[src/rtl/mips_multicycle_ctrl.sv]
// Multi-cycle MIPS control FSM: one state per cycle, shared memory/ALU, memory waits via mem_ready.
// Optional MC_ILLEGAL_TRAP_EN: unknown opcodes trap (sticky illegal) instead of retiring as a NOP.
module mips_multicycle_ctrl (
    input  logic       i_clock,
    input  logic       i_reset,
    input  logic [5:0] i_opcode,
    input  logic [5:0] i_funct,
    input  logic       i_mem_ready,
    output logic       o_mem_req,
    output logic       o_mem_we,
    output logic       o_iord,
    output logic       o_ir_write,
    output logic       o_pc_write,
    output logic       o_pc_write_cond,
    output logic [1:0] o_pc_source,
    output logic       o_alu_src_a,
    output logic [1:0] o_alu_src_b,
    output logic [1:0] o_alu_op,
    output logic       o_reg_write,
    output logic [1:0] o_reg_dst,
    output logic [1:0] o_mem_to_reg,
    output logic       o_retire,
    output logic [3:0] o_state,
    output logic       o_illegal
);

    typedef enum logic [3:0] {
        S_FETCH  = 4'd0,  S_DECODE = 4'd1,  S_MEMADR = 4'd2,  S_MEMRD  = 4'd3,
        S_MEMWB  = 4'd4,  S_MEMWR  = 4'd5,  S_EXEC   = 4'd6,  S_RWB    = 4'd7,
        S_BRANCH = 4'd8,  S_JUMP   = 4'd9,  S_IEXEC  = 4'd10, S_IWB    = 4'd11,
        S_JAL    = 4'd12, S_JR     = 4'd13, S_TRAP   = 4'd14
    } state_t;

    localparam logic [5:0] OP_RTYPE = 6'h00;
    localparam logic [5:0] OP_J     = 6'h02;
    localparam logic [5:0] OP_JAL   = 6'h03;
    localparam logic [5:0] OP_BEQ   = 6'h04;
    localparam logic [5:0] OP_ADDI  = 6'h08;
    localparam logic [5:0] OP_ANDI  = 6'h0C;
    localparam logic [5:0] OP_LW    = 6'h23;
    localparam logic [5:0] OP_SW    = 6'h2B;
    localparam logic [5:0] FN_JR    = 6'h08;

    state_t r_state;
    state_t w_decode_next;

    always_comb begin
        w_decode_next = S_FETCH;
        case (i_opcode)
            OP_RTYPE:       w_decode_next = (i_funct == FN_JR) ? S_JR : S_EXEC;
            OP_ADDI,
            OP_ANDI:        w_decode_next = S_IEXEC;
            OP_LW,
            OP_SW:          w_decode_next = S_MEMADR;
            OP_BEQ:         w_decode_next = S_BRANCH;
            OP_J:           w_decode_next = S_JUMP;
            OP_JAL:         w_decode_next = S_JAL;
`ifdef MC_ILLEGAL_TRAP_EN
            default:        w_decode_next = S_TRAP;
`else
            default:        w_decode_next = S_FETCH;
`endif
        endcase
    end

    always_ff @(posedge i_clock) begin
        if (i_reset) begin
            r_state <= S_FETCH;
        end else begin
            case (r_state)
                S_FETCH:  if (i_mem_ready) r_state <= S_DECODE;
                S_DECODE: r_state <= w_decode_next;
                S_MEMADR: r_state <= (i_opcode == OP_SW) ? S_MEMWR : S_MEMRD;
                S_MEMRD:  if (i_mem_ready) r_state <= S_MEMWB;
                S_MEMWR:  if (i_mem_ready) r_state <= S_FETCH;
                S_EXEC:   r_state <= S_RWB;
                S_IEXEC:  r_state <= S_IWB;
                S_TRAP:   r_state <= S_TRAP;
                default:  r_state <= S_FETCH;
            endcase
        end
    end

    // Reset gates every output so an aborted instruction cannot write during the reset cycle.
    always_comb begin
        o_mem_req       = 1'b0;
        o_mem_we        = 1'b0;
        o_iord          = 1'b0;
        o_ir_write      = 1'b0;
        o_pc_write      = 1'b0;
        o_pc_write_cond = 1'b0;
        o_pc_source     = 2'd0;
        o_alu_src_a     = 1'b0;
        o_alu_src_b     = 2'd0;
        o_alu_op        = 2'b00;
        o_reg_write     = 1'b0;
        o_reg_dst       = 2'd0;
        o_mem_to_reg    = 2'd0;
        o_retire        = 1'b0;
        o_state         = 4'd0;
        o_illegal       = 1'b0;
        if (!i_reset) begin
            o_state = r_state;
            case (r_state)
                S_FETCH: begin
                    o_mem_req   = 1'b1;
                    o_alu_src_b = 2'd1;
                    o_ir_write  = i_mem_ready;
                    o_pc_write  = i_mem_ready;
                end
                S_DECODE: begin
                    o_alu_src_b = 2'd3;
`ifndef MC_ILLEGAL_TRAP_EN
                    o_retire    = (w_decode_next == S_FETCH);
`endif
                end
                S_MEMADR: begin
                    o_alu_src_a = 1'b1;
                    o_alu_src_b = 2'd2;
                end
                S_MEMRD: begin
                    o_mem_req = 1'b1;
                    o_iord    = 1'b1;
                end
                S_MEMWB: begin
                    o_reg_write  = 1'b1;
                    o_mem_to_reg = 2'd1;
                    o_retire     = 1'b1;
                end
                S_MEMWR: begin
                    o_mem_req = 1'b1;
                    o_mem_we  = 1'b1;
                    o_iord    = 1'b1;
                    o_retire  = i_mem_ready;
                end
                S_EXEC: begin
                    o_alu_src_a = 1'b1;
                    o_alu_op    = 2'b10;
                end
                S_RWB: begin
                    o_reg_write = 1'b1;
                    o_reg_dst   = 2'd1;
                    o_retire    = 1'b1;
                end
                S_BRANCH: begin
                    o_alu_src_a     = 1'b1;
                    o_alu_op        = 2'b01;
                    o_pc_write_cond = 1'b1;
                    o_pc_source     = 2'd1;
                    o_retire        = 1'b1;
                end
                S_JUMP: begin
                    o_pc_write  = 1'b1;
                    o_pc_source = 2'd2;
                    o_retire    = 1'b1;
                end
                S_IEXEC: begin
                    o_alu_src_a = 1'b1;
                    o_alu_src_b = 2'd2;
                    o_alu_op    = (i_opcode == OP_ANDI) ? 2'b11 : 2'b00;
                end
                S_IWB: begin
                    o_reg_write = 1'b1;
                    o_retire    = 1'b1;
                end
                S_JAL: begin
                    o_reg_write  = 1'b1;
                    o_reg_dst    = 2'd2;
                    o_mem_to_reg = 2'd2;
                    o_pc_write   = 1'b1;
                    o_pc_source  = 2'd2;
                    o_retire     = 1'b1;
                end
                S_JR: begin
                    o_pc_write  = 1'b1;
                    o_pc_source = 2'd3;
                    o_retire    = 1'b1;
                end
`ifdef MC_ILLEGAL_TRAP_EN
                S_TRAP:   o_illegal = 1'b1;
`endif
                default: ;
            endcase
        end
    end

endmodule

[config.mk]
export PLATFORM = sky130hd
export DESIGN_NAME = mips_multicycle_ctrl
export DESIGN_NICKNAME = d
export VERILOG_FILES = /design/src/rtl/mips_multicycle_ctrl.sv
export SDC_FILE = /design/constraint.sdc
export NUM_CORES = 1
export LEC_CHECK = 0
export ABC_AREA = 1
export BUFFER_PORTS_ARGS = -buffer_cell sky130_fd_sc_hd__buf_2
export CAP_MARGIN = 20
export CELL_PAD_IN_SITES_DETAIL_PLACEMENT = 1
export CELL_PAD_IN_SITES_GLOBAL_PLACEMENT = 2
export CORE_MARGIN = 2
export CORE_UTILIZATION = 22
export DETAILED_ROUTE_END_ITERATION = 10
export HOLD_SLACK_MARGIN = 0.06
export PLACE_DENSITY = 0.9
export SLEW_MARGIN = 20
export SYNTH_ARGS = -nofsm -noshare
export SYNTH_HDL_FRONTEND = slang
export SYNTH_SLANG_ARGS = --single-unit
[constraint.sdc]
create_clock -name i_clock -period 2.6 [get_ports i_clock]
set_clock_uncertainty 0.05 [all_clocks]
set_input_delay 0 -clock i_clock [delete_from_list [all_inputs] [get_ports i_clock]]
set_output_delay 0 -clock i_clock [all_outputs]
set_load 0.02 [all_outputs]
# Word-level counts from Yosys, hierarchy flattened
# Cells that the tools add are included.
[op_classes] n_eq_ne=25 multipliers=0 n_shift=0 n_div=0 bitwise_logic=0 n_addsub=0 muxes=37 magnitude_cmp=0 n_reduce_logical=14
[ops] operator="4-bit case mux with 8 select lines" n=1
[ops] operator="4-bit == test, second input constant" n=7
[ops] operator="4-bit case mux with 6 select lines" n=1
[ops] operator="4-bit two-way mux" n=5
[ops] operator="6-bit by 4-bit == test with 1-bit output, second input constant" n=3
[ops] operator="2-bit case mux with 3 select lines" n=3
[ops] operator="4-bit by 3-bit == test with 1-bit output, second input constant" n=4
[ops] operator="1-bit two-way mux" n=16
[ops] operator="6-bit by 2-bit == test with 1-bit output, second input constant" n=2
[ops] operator="6-bit == test, second input constant" n=2
[ops] operator="2-bit two-way mux" n=6
[ops] operator="2-bit OR reduction" n=5
[ops] operator="4-bit by 2-bit == test with 1-bit output, second input constant" n=2
[ops] operator="4-bit zero test" n=2
[ops] operator="2-bit case mux with 2 select lines" n=2
[ops] operator="4-bit OR reduction" n=2
[ops] operator="7-bit OR reduction" n=1
[ops] operator="6-bit by 3-bit == test with 1-bit output, second input constant" n=1
[ops] operator="6-bit zero test" n=1
[ops] operator="2-bit != test, second input constant" n=3
[ops] operator="3-bit OR reduction" n=2
[ops] operator="4-bit by 1-bit == test with 1-bit output, second input constant" n=1
[ops] operator="3-bit two-way mux" n=1
[ops] operator="1-bit case mux with 3 select lines" n=1
[ops] operator="other kinds (2)" n=2
[totals] mem_bits_ro=0 ram_bits=0 latchBits=0 elab_cells=77 reg_bits=4 inputBits=15 memories=0 out_inout_bits=24

# Logic depth before layout (Yosys ltp)
# Gate-level depths: netlist (run 1).
[logic_depth] ltp_word=6 mapped_depth=10

# Least setup slack after synthesis (run 1)
# OpenSTA, ideal clock, no wires.
[synth_path] path_kind="reg-to-output" startpoint="reg r_state[3]" endpoint="out o_reg_dst[1]" path_stages_with_launch=4 slack_ps=1116 arrival_time_ps=1434 path_buffers=1 t_required_ps=2550 path_cell_list="dfxtp_1 nand2_1 nor3_1 buf_4"
[synth_via] elab_chain_len=3 word_cells_on_any_way=4 cone_classes="2 x eq/ne; 2 x mux"
[synth_rtl] element="start: declaration" line="44" rtl="state_t r_state;"
[synth_rtl] element="start signal: assignment" line="72" rtl="S_DECODE: r_state <= w_decode_next;"
[synth_rtl] element="start signal: assignment" line="73" rtl="S_MEMADR: r_state <= (i_opcode == OP_SW) ? S_MEMWR : S_MEMRD;"
[synth_rtl] element="4-bit == test or 4-bit by 3-bit == test with 1-bit output (tied branches)" line="104" rtl="case (r_state)"
[synth_rtl] element="2-bit case mux with 2 select lines (*)" line="104"
[synth_rtl] element="2-bit two-way mux (*)" line="102" rtl="if (!i_reset) begin"
[synth_rtl] element="end: declaration" line="20" rtl="output logic [1:0] o_reg_dst,"
# Mark *: on every way between the ends. The rest lies on a longest branch, timed or not.

# Worst setup path in the final report (run 1)
[layout_path] startpoint="reg r_state[3]" endpoint="out o_retire"
[layout_via] elab_chain_len=4 word_cells_on_any_way=12 cone_classes="9 x eq/ne; 2 x mux; 1 x reduce/logical"
[layout_rtl] element="4-bit == test or 4-bit by 3-bit == test with 1-bit output (tied branches)" line="104"
[layout_rtl] element="7-bit OR reduction (no source line)"
[layout_rtl] element="1-bit case mux with 3 select lines (*)" line="104"
[layout_rtl] element="1-bit two-way mux (*)" line="102"
[layout_rtl] element="end: declaration" line="22" rtl="output logic o_retire,"
# Marked as above.

==> results.md, run 1 <==
- Outcome: finished clean
- Sequential power share: 23.0%
- Internal power: 169 µW
- Vias in the first global route: 986
- Ys Warns: 0
- Beginning of the critical path: r_state[3]$_SDFFE_PP0P_
- Drt initial violations: 26
- Setup crit end: o_retire
- Clk_lat worst skew: 240 ps
- Drt first pass iters: 4
- Min-delay worst type: in2reg
- FP Rows: 21
- Clk slew on worst S/H paths: 40 ps
- Biggest regs: r_state (4)
- Fin crit share: 65.8%
- R2R setup slack: approximately 1200 ps
- Number of synthesized flops with an enable pin: 0
- Setup CP Type: reg2out
- WP data arrival: about 1700 ps
- I/O pin count: 39
- Fin nets: ~200
- CP Cell Sequence: nor2_4, inv_2, nor2_2, nand3_1, a21oi_1, buf_2
- Post-synthesis cell count: 144
- Diode count: 0
- Final Max Tran Viols: 0
- Clock network fraction of design power: a little over a quarter
- Final setup fails: 0
- Setup slack at placement: between 1000 and 1500 ps
- CTS sink cnt: 4
- Main area contributors after synthesis: nand2_1 16%, nor2_1 15%, dfxtp_1 11%, nor2_4 10%, nand3_1 8.5%
- Clk root buf: clkbuf_4
- Startpoint Class: flop
- # DRC: 0
- Final setup TNS: 0 ps
- Syn Std Cell Area: 762 µm²
- Fmax: between 500 and 600 MHz
- Reg-to-reg critical path endpoint: r_state[2]$_SDFFE_PP0P_
- Routed Antenna Nets: 0
- Final Hold Fails: 0
- Max reg flops: 4
- Initial antenna violation count: 0
- Leakage Power: 0.000553 µW
- Net Switching: about 140 µW
- Avg Synthesized Cell Area: roughly 5.3 µm²
- Fraction of registers with async set/reset: 0%
- First-pass GRT wire length: 4230 µm
- Via density: 4.37
- Vias: 992
- Initial Util: approximately 23%
- Drt total wl: 2430 µm
- Area delta synth->final: 33.2%
- Longest Clk Path Bufs: 2
- Top cell type's share of synthesized area: 16.3%
- TritonCTS clock tree: done
- CTS buffer count: 3
- Worst EP required: between 2000 and 3000 ps
- Die height: around 63 µm
- Crit path max-delay family: simple AND/OR/NAND/NOR gates
- RSZ-0062 raised after global routing: false
- # port buffers: 37
- R2R cell count: 8
- Wirelength per Cell: about 11 µm
- Synth unique cells: 24
- Yosys top cell by area: nand2_1
- Largest Register: r_state
- WHS: 139 ps
- Syn_nets: 159
- Largest net degree at the start of global routing: 23
- Htree depth: 1
- Share of post-route cells with drive strength above 1: 35.4%
- Tot GR Track Use: 13.2%
- Most frequent cells in the layout: 37 x buf_2, 33 x nand2_1, 30 x nor2_1, 13 x inv_1, 13 x nand3_1
- Die Footprint: 3950 µm²
- WP depth: 6
- Placed instance count: roughly 220
- Fin crit period: approximately 1700 ps
- Power Dens Cells: around 300 nW/µm²
- Most common cell after layout, fill and taps aside: buf_2
- Post-Layout Cell Count: 227
- Die width: 62.9 µm
- Seq/Total Area, Yosys: 10.5%
- Core footprint: 3340 µm²
- Max incr delay on CP: 410 ps
- GRT overflow: 0
- GP Congestion: 0.802
- Maximum fanout along the worst path: 7
- Max-cap violations: 0
- Worst r2r src: r_state[3]$_SDFFE_PP0P_
- Combinational Power Share: 50.1%
- Critical path capture point type: output port
- Ys flop type: dfxtp_1
- Setup ws final: just under 900 ps
- Switch share: 45.0%
- Worst vdd ir: 0.130 mV
- Synth Register Bits: 4
- Post-DP HPWL: between 2000 and 2500 µm
- WP buf/inv: 2
- Crit path max-delay cell type: dfxtp_1
-- cell usage after synthesis (2+ instances only) --
| master | instances |
|---|---|
| nand2_1 | 33 |
| nor2_1 | 30 |
| inv_1 | 13 |
| nand3_1 | 13 |
| a21oi_1 | 9 |
| inv_2 | 8 |
| nor2_4 | 7 |
| dfxtp_1 | 4 |
| nand2_4 | 3 |
| nor2_2 | 3 |
| nor3_1 | 3 |
| o21ai_0 | 3 |
| buf_4 | 2 |
| nand2_2 | 2 |
| o21ai_1 | 2 |
-- per-stage QoR --
step	area, µm²	total power, µW	utilization (%)
detailed placement	982	226	29.4
finish	1010	307	30.4
CTS	1010	312	30.4
global placement	982	226	29.4
floorplan	762	182	-
global route	1010	335	30.4
-- layer usage --
metal  part of all wire, %  vias to the layer above  global-route usage (%)
li1                      -                      522                       -
met1                    48                      446                    16.1
met2                    46                       19                    22.8
met3                   5.0                        5                    4.86
met4                  0.49                        0                    1.67
met5                     0                        -                       0
-- power by group through the flow --
stage	Combinational, µW	Sequential [µW]	Clock (µW)
4_1_cts	156	70.7	85.0
3_5_place_dp	155	71.7	0
5_1_grt	171	71.5	92.1
3_3_place_gp	154	71.8	0
6_report	154	70.7	82.5
2_1_floorplan	111	70.7	0
-- kinds of logic after synthesis --
family	count (synthesis)	share of synthesized area, %
buffers and inverters	25	13.3
AND/OR/NAND/NOR	97	63.5
AO/OA/AOI/OAI	17	12.2
other	1	0.492
flip-flops	4	10.5
-- timing repair --
item	CTS	global route
endpoints found under the hold margin	3	0
hold buffers	1	0
resized for setup	0	0
setup buffers	0	0
-- worst min path at each step --
stage | from | endpoint | slack [ps] | cells after the start
floorplan | i_reset | o_state[0] | 40 | 1
global placement | i_mem_ready | r_state[0]$_SDFFE_PP0P_ | 300 | 4
detailed placement | i_mem_ready | r_state[0]$_SDFFE_PP0P_ | 300 | 4
CTS | i_reset | r_state[3]$_SDFFE_PP0P_ | 140 | 2
global route | i_reset | r_state[3]$_SDFFE_PP0P_ | 180 | 2
finish | i_reset | r_state[3]$_SDFFE_PP0P_ | 140 | 2
-- final cells by class --
class | count | area, µm²
fill | 470 | 2320
tap | 46 | 57.6
sequential | 4 | 80.1
multi-input combinational | 115 | 581
timing repair buffer | 38 | 195
inverter | 21 | 78.8
clock buffer | 3 | 22.5
Note: power is estimated with default switching activity, not from simulation.
==> run 2, diff against run 1 <==
- CORE_UTILIZATION: 22 -> 18
- PLACE_DENSITY: 0.9 -> 0.79
- clock period: 2.6 -> 1.5 ns (I/O delays scaled with it)
==> results.md, run 2 (synthesis gave the netlist of run 1 again) <==
- Outcome: finished clean
- Layout fillers: 560
- Drt first pass iters: 4
- TritonCTS clock tree: done
- Largest Register: r_state
- Largest net degree at the start of global routing: 23
- Maximum fanout along the worst path: 5
- CTS sink cnt: 4
- Startpoint Class: flop
- Fmax: ~690 MHz
- # port buffers: 37
- Htree depth: 1
- Clk root buf: clkbuf_8
- Routed Antenna Nets: 0
- Worst hold path depth: 4
- Die width: 69.1 µm
- Storage element area: 95.1 µm²
- Total power: 695 µW
- CP Cell Sequence: inv_6, nor2_4, inv_2, nor2_4, nand3_2, a21oi_2, buf_4
- Clk slew on worst S/H paths: 30 ps
- Clk_lat worst skew: about 220 ps
- # DRC: 0
- Min-delay worst type: in2reg
- Critical path capture point type: output port
- Via density: 4.34
- Worst vdd ir: approximately 0.18 mV
- Core footprint: 4030 µm²
- Max reg flops: 4
- Post-DP HPWL: 2300 µm
- Vias: between 1000 and 1500
- Post-CTS Hold Fix Bufs: 0
- Initial Util: 18.9%
- Die height: 69.1 µm
- Fin crit period: 1440 ps
- CTS buffer count: 3
- Fin nets: ~210
- R2R cell count: 10
- Most common cell after layout, fill and taps aside: buf_2
- Longest Clk Path Bufs: 2
- Final Max Tran Viols: 0
- Drt initial violations: 27
- Final setup fails: 0
- GP Congestion: 0.818
- Area delta synth->final: 57.8%
- Vias in the first global route: about 1000
- Final Hold Fails: 0
- Power Dens Cells: 578 nW/µm²
- Max-cap violations: 0
- Worst EP required: 1450 ps
- Fin crit share: 96.2%
- Most frequent cells in the layout: 34 x buf_2, 30 x nand2_1, 28 x nor2_1, 14 x buf_4, 13 x inv_1
- Setup CP Type: reg2out
- Initial antenna violation count: 0
- Diode count: 0
- Leakage Power: between 0.0006 and 0.0007 µW
- Setup ws final: 57.1 ps
- Drt total wl: 2890 µm
- Wirelength per Cell: 11.9 µm
- RSZ-0062 raised after global routing: true
- I/O pin count: 39
- Share of post-route cells with drive strength above 1: ~47%
- Most frequent cell on the critical path: nor2_4
- First-pass GRT wire length: 4610 µm
- Tot GR Track Use: 11.7%
- GRT overflow: 0
- FP Rows: 23
- Biggest regs: r_state (4)
- Die Footprint: 4770 µm²
- Area occupied by multi-input gates: ~630 µm²
- Crit path max-delay cell type: dfxtp_4
- WP data arrival: 1390 ps
- Setup slack at placement: 38.0 ps
- Max incr delay on CP: about 360 ps
run 2: cell types whose count changed in the layout (fill, tap and decap cells not counted), sizes merged:
| cell | previous run | this run |
|---|---|---|
| buf | 37 | 49 |
| dlygate4sd3 | 1 | 0 |
run 2: cell type report:
cell class	count	share of cell area, %
multi-input combinational	115	52.4
timing repair buffer	49	23.8
sequential	4	7.91
inverter	21	7.18
tap	50	5.20
clock buffer	3	3.43
run 2: critical path, delay by kind of cell, from the launching register on:
family / cells / cell delay [ps]
DFF: 1 / 360
and+or+nand+nor: 3 / 400
buffers and inverters: 3 / 270
AOI/OAI and AO/OA: 1 / 130
run 2: power breakdown:
| part | switching [µW] | internal [µW] |
|---|---|---|
| clock | 61.2 | 172 |
| combinational | 204 | 134 |
| sequential | 12.9 | 112 |
run 2: through the flow:
stage | hold WS [ps] | instances | instance area [µm²] | TNS [ps] | util (%)
after detailed placement | 297 | 230 | 1010 | 0 | 25.1
after CTS | 62.1 | 238 | 1120 | -1.54 | 27.9
after floorplan | 36.9 | 144 | 762 | 0 | -
final | 66.4 | 242 | 1200 | 0 | 29.8
after global routing | 87.0 | 242 | 1200 | -37.6 | 29.8
after global placement | 297 | 230 | 1010 | 0 | 25.1
run 2: worst paths after layout:
check                          start                      end  slack [ps]
min reg2reg  r_state[3]$_SDFFE_PP0P_  r_state[3]$_SDFFE_PP0P_         500
max          r_state[0]$_SDFFE_PP0P_                 o_retire          60
max reg2reg  r_state[2]$_SDFFE_PP0P_  r_state[2]$_SDFFE_PP0P_         100
min                      i_mem_ready  r_state[2]$_SDFFE_PP0P_          70
run 2: per-layer routing:
layer	vias to the layer above	part of all wire, %	global-route usage (%)
met2	22	52	20.7
met3	2	5.1	3.80
met5	-	0	0
li1	556	-	-
met1	471	43	13.9
met4	0	0.14	1.96
run 2: repair_timing:
item / 4_1_cts / 5_1_grt
pin swaps: 3 / 5
setup endpoints to repair: 6 / 9
buffers inserted: 5 / 4
hold endpoints to repair: 0 / 0
gates resized for setup: 13 / 15
